===== src/rtl/ram64k_arbiter.sv =====
// Round-robin arbiter and sequencer that shares one single-port 64KB RAM
// between two valid/ack requesters, returning read data with a one-cycle ack.
module ram64k_arbiter #(
  parameter int RD_LAT = 1
) (
  input  logic        clk,
  input  logic        rst_n,

  input  logic        req0_valid,
  input  logic        req0_we,
  input  logic [15:0] req0_addr,
  input  logic [7:0]  req0_wdata,
  output logic        req0_ack,
  output logic [7:0]  req0_rdata,

  input  logic        req1_valid,
  input  logic        req1_we,
  input  logic [15:0] req1_addr,
  input  logic [7:0]  req1_wdata,
  output logic        req1_ack,
  output logic [7:0]  req1_rdata,

  output logic [15:0] ram_address,
  output logic [7:0]  ram_data_in,
  output logic        ram_we,
  input  logic [7:0]  ram_data_out,

  output logic        busy,
  output logic        gnt_id
);

  if (RD_LAT < 1 || RD_LAT > 7) begin : g_bad_rd_lat
    $error("ram64k_arbiter: RD_LAT must be in 1..7");
  end

  typedef enum logic [1:0] {
    IDLE  = 2'd0,
    ISSUE = 2'd1,
    WAIT  = 2'd2,
    ACK   = 2'd3
  } state_t;

  state_t     state;
  logic [2:0] cnt;
  logic       ptr;
  logic       win_id;

  // The pointer requester wins when it is asking; otherwise the other one.
  assign win_id = ptr ? req1_valid : ~req0_valid;

  // NOTE: every register here is updated with <= so all of them see the
  // pre-edge values of each other; blocking assignments would create
  // order-dependent behaviour between the state and its outputs.
  always_ff @(posedge clk or negedge rst_n) begin
    if (!rst_n) begin
      state       <= IDLE;
      cnt         <= '0;
      ptr         <= 1'b0;
      ram_address <= '0;
      ram_data_in <= '0;
      ram_we      <= 1'b0;
      req0_ack    <= 1'b0;
      req1_ack    <= 1'b0;
      req0_rdata  <= '0;
      req1_rdata  <= '0;
      busy        <= 1'b0;
      gnt_id      <= 1'b0;
    end else begin
      req0_ack <= 1'b0;
      req1_ack <= 1'b0;

      case (state)
        IDLE: begin
          if (req0_valid || req1_valid) begin
            ram_address <= win_id ? req1_addr  : req0_addr;
            ram_data_in <= win_id ? req1_wdata : req0_wdata;
            ram_we      <= win_id ? req1_we    : req0_we;
            gnt_id      <= win_id;
            busy        <= 1'b1;
            state       <= ISSUE;
          end else begin
            ram_we <= 1'b0;
          end
        end

        // The RAM samples address/data/we on the edge leaving this state.
        ISSUE: begin
          ram_we <= 1'b0;
          if (ram_we) begin
            state <= ACK;
          end else begin
            cnt   <= 3'(RD_LAT - 1);
            state <= WAIT;
          end
        end

        WAIT: begin
          if (cnt == 3'd0) begin
            if (gnt_id) req1_rdata <= ram_data_out;
            else        req0_rdata <= ram_data_out;
            state <= ACK;
          end else begin
            cnt <= cnt - 3'd1;
          end
        end

        ACK: begin
          if (gnt_id) req1_ack <= 1'b1;
          else        req0_ack <= 1'b1;
          ptr   <= ~gnt_id;
          busy  <= 1'b0;
          state <= IDLE;
        end

        default: begin
          busy  <= 1'b0;
          state <= IDLE;
        end
      endcase
    end
  end

endmodule


===== config.mk =====
export PLATFORM = sky130hd
export DESIGN_NAME = ram64k_arbiter
export DESIGN_NICKNAME = d
export VERILOG_FILES = /design/src/rtl/ram64k_arbiter.sv
export SDC_FILE = /design/constraint.sdc
export NUM_CORES = 1
export LEC_CHECK = 0
export BUFFER_PORTS_ARGS = -buffer_cell sky130_fd_sc_hd__buf_4
export CORE_MARGIN = 4
export CORE_UTILIZATION = 35
export DETAILED_ROUTE_END_ITERATION = 10
export PLACE_DENSITY = 0.73
export SLEW_MARGIN = 40
export SYNTH_ARGS = -nofsm -noshare
export SYNTH_HDL_FRONTEND = slang
export SYNTH_SLANG_ARGS = --single-unit

===== constraint.sdc =====
create_clock -name clk -period 2.4 [get_ports clk]
set_input_delay 0.12 -clock clk [delete_from_list [all_inputs] [get_ports clk]]
set_output_delay 0.12 -clock clk [all_outputs]
set_load 0.05 [all_outputs]

==> run metrics <==
post-synthesis simple-gate area fraction 0.0737; clock transition at the registers of the reported paths 0.10 ns; Cells after DPL 376; Yosys reg bits 51; area of the multi-input gates 983 um2; DR WL/cell 14.4 um; clock tree buffer depth 2; I/O pins about 110; switching share of power 0.493; clock latency on the worst-skew pair 0.30 ns; CTS tree built; Seq pwr share 0.292; Netlist cell types 29; largest net degree at the start of global routing 52; post-synthesis compound-gate area fraction 0.0982; # fillers between 500 and 600; synthesized instance count about 200; final net count 375; # setup viols final 0; Psw roughly 0.0026 W; clk sink count 51; crit path kind reg -> reg; core area 0.00642 mm2; vias in the first global route 2,021; Post-Layout Cell Count 385; register area 0.00128 mm2; Final Hold Vio Count 0; Final Skew between 0.009 and 0.01 ns; Worst path top cell family by delay simple AND/OR/NAND/NOR gates; first-pass GRT wire length 9430 um; slowest stage delay, CP around 0.57 ns; Mean Syn Cell Area 11.7 um2; Worst slew margin 0.575; Crit path buffers/inverters 2; Total GRT Usage 0.141; commonest non-fill, non-tap cells in the layout 107 x buf_4, 51 x dfrtp_1, 27 x nand2_1; port bufs 106; f_max around 460 MHz; worst endpoint data arrival time ~2.3 ns; GPL Wtd Cong ~0.86; Die W approximately 90 um; post-synthesis adder-cell area fraction 0.0320; yosys synthesis warning count 0; crit-path cells inv_1 -> ha_1 -> ha_1 -> inv_1 -> or3_1 -> mux2_4; crit path launch type register; Pint between 0.002 and 0.003 W; Pleak 1.71 nW; Post-Synthesis Cell Area 0.00234 mm2; commonest non-fill, non-tap cell in the layout buf_4; CTS H-Tree Depth 2; Num CTS Buffers 5; crit-path max FO 9; Required @ worst endpoint around 2.6 ns; worst vdd ir 0.698 mV; Die ar. ~0.0081 mm2; Hold Crit Class in -> reg; die height 89.8 um; remaining global-route overflow 0; Pre-antenna DRT Iters 4; fin crit period between 2 and 2.5 ns; final WL 5560 um; Residual DRC 0; cell area power density 1550 mW/mm2; vias per inst 4.84; via count 1,862; initial antenna violation count 0; Detail Placement HPWL 4350 um; Setup TNS 0 ns; unrepaired setup endpoints after global routing no; DRT antenna net count 0; Antenna Cells 0; fin. max-slew vios 0; Gate power share 0.591; post-synthesis sequential area ratio 0.545; total of max-cap violations 0; Tightest Pin Transition 0.638 ns; crit end category register; crit path max-delay cell type or3_1; outcome completed; Clock Power Share 0.117; layout overhead on the synthesized area 42.3%; syn nets 269; Initial Utilization 0.365; DR iter-0 viols 51; post-synthesis mux area share 0.211; Post-Synth XOR/XNOR Area 0; period utilisation layout 0.897; # rows 29; largest family of logic cells by synthesized area multiplexers; Setup Fix Bufs, Post-CTS 0; Root Driver clkbuf_8; share of layout cells above drive strength 1 0.442
## path summary, 6_finish.rpt
path	from	end	slack, ns	cells after the start
max in group asynchronous	rst_n	state[0]	1.59	2
worst max register to register	cnt[0]	req0_rdata[6]	0.25	6
min in group asynchronous	rst_n	ram_address[0]	0.39	2
worst min-delay path	ram_data_out[2]	req0_rdata[2]	0.06	2
worst min register to register	ram_data_in[2]	ram_data_in[2]	0.49	2
worst max-delay path	cnt[0]	req0_rdata[6]	0.25	6
## power groups by stage
stage	sequential (W)	clock (W)	combinational [W]
5_1_grt	0.00157	0.000668	0.00325
6_report	0.00151	0.000604	0.00307
2_1_floorplan	0.00278	0	0.000901
4_1_cts	0.00152	0.000636	0.00310
3_3_place_gp	0.00151	0	0.00301
3_5_place_dp	0.00153	0	0.00311
## cell families (layout without fill, tap and decap cells)
family / after synthesis / count (layout)
DFF: 51 / 51
muxes: 43 / 43
AOI/OAI and AO/OA: 41 / 41
and+or+nand+nor: 41 / 41
buffers and inverters: 19 / 126
adders and majority gates: 6 / 6
## metrics by stage
stage	hold slack (ns)	worst slack (ns)	util	cell area, um2	power (W)
2_1_floorplan	-0.176	0.626	-	2340	0.00368
3_3_place_gp	0.186	0.439	0.497	3190	0.00452
3_5_place_dp	0.194	0.289	0.500	3210	0.00463
4_1_cts	0.0404	0.276	0.519	3330	0.00526
5_1_grt	0.0272	0.187	0.519	3330	0.00549
6_report	0.0552	0.248	0.519	3330	0.00518
## cell usage after synthesis
library cell  count  share of area
inv_2             1         0.0016
o32a_1            1         0.0043
o32ai_1           1         0.0037
clkbuf_1          6         0.0096
nand2b_1          1         0.0027
o221ai_1          1         0.0037
mux2_4            8          0.051
dfrtp_1          51           0.54
o31ai_1           2         0.0064
nor3_1            3         0.0064
a21oi_1           4         0.0085
o21ai_1           4         0.0085
a21o_1            1         0.0032
a22o_1            1         0.0037
o22ai_1           1         0.0027
ha_1              6          0.032
buf_6             3          0.014
or3_1             1         0.0027
inv_1             8          0.013
and2_1            2         0.0053
nand2_1          27          0.043
o21ai_0          25          0.053
nand3_1           2         0.0043
mux2i_4           1         0.0096
mux2i_1          25           0.11
mux2_2            9          0.043
buf_2             1         0.0021
nor2_1            4         0.0064
nor2b_1           1         0.0027
## layer usage
| layer | global-route usage | part of all wire | vias to the layer above |
|---|---|---|---|
| li1 | - | - | 908 |
| met1 | 0.166 | 0.42 | 858 |
| met2 | 0.234 | 0.48 | 92 |
| met3 | 0.0518 | 0.094 | 4 |
| met4 | 0.0511 | 0.0095 | 0 |
| met5 | 0 | 0 | - |
## repair_timing
item	4_1_cts	5_1_grt
resized for setup	0	0
hold endpoints to repair	51	0
hold buffers	1	0
setup endpoints to repair	0	0
## state kept, by name, indices dropped and copies added, names as in the netlist
signal,cells
busy,1
cnt,3
gnt_id,1
ptr,1
ram_address,16
ram_data_in,8
ram_we,1
req0_ack,1
req0_rdata,8
req1_ack,1
req1_rdata,8
state,2
## cell type report
cell class,instances,area share
multi-input combinational,131,0.295
clock buffer,5,0.0206
inverter,9,0.0101
clock inverter,3,0.0143
sequential,51,0.383
tap,77,0.0289
timing repair buffer,109,0.248
Note: power is estimated with default switching activity, not from simulation.
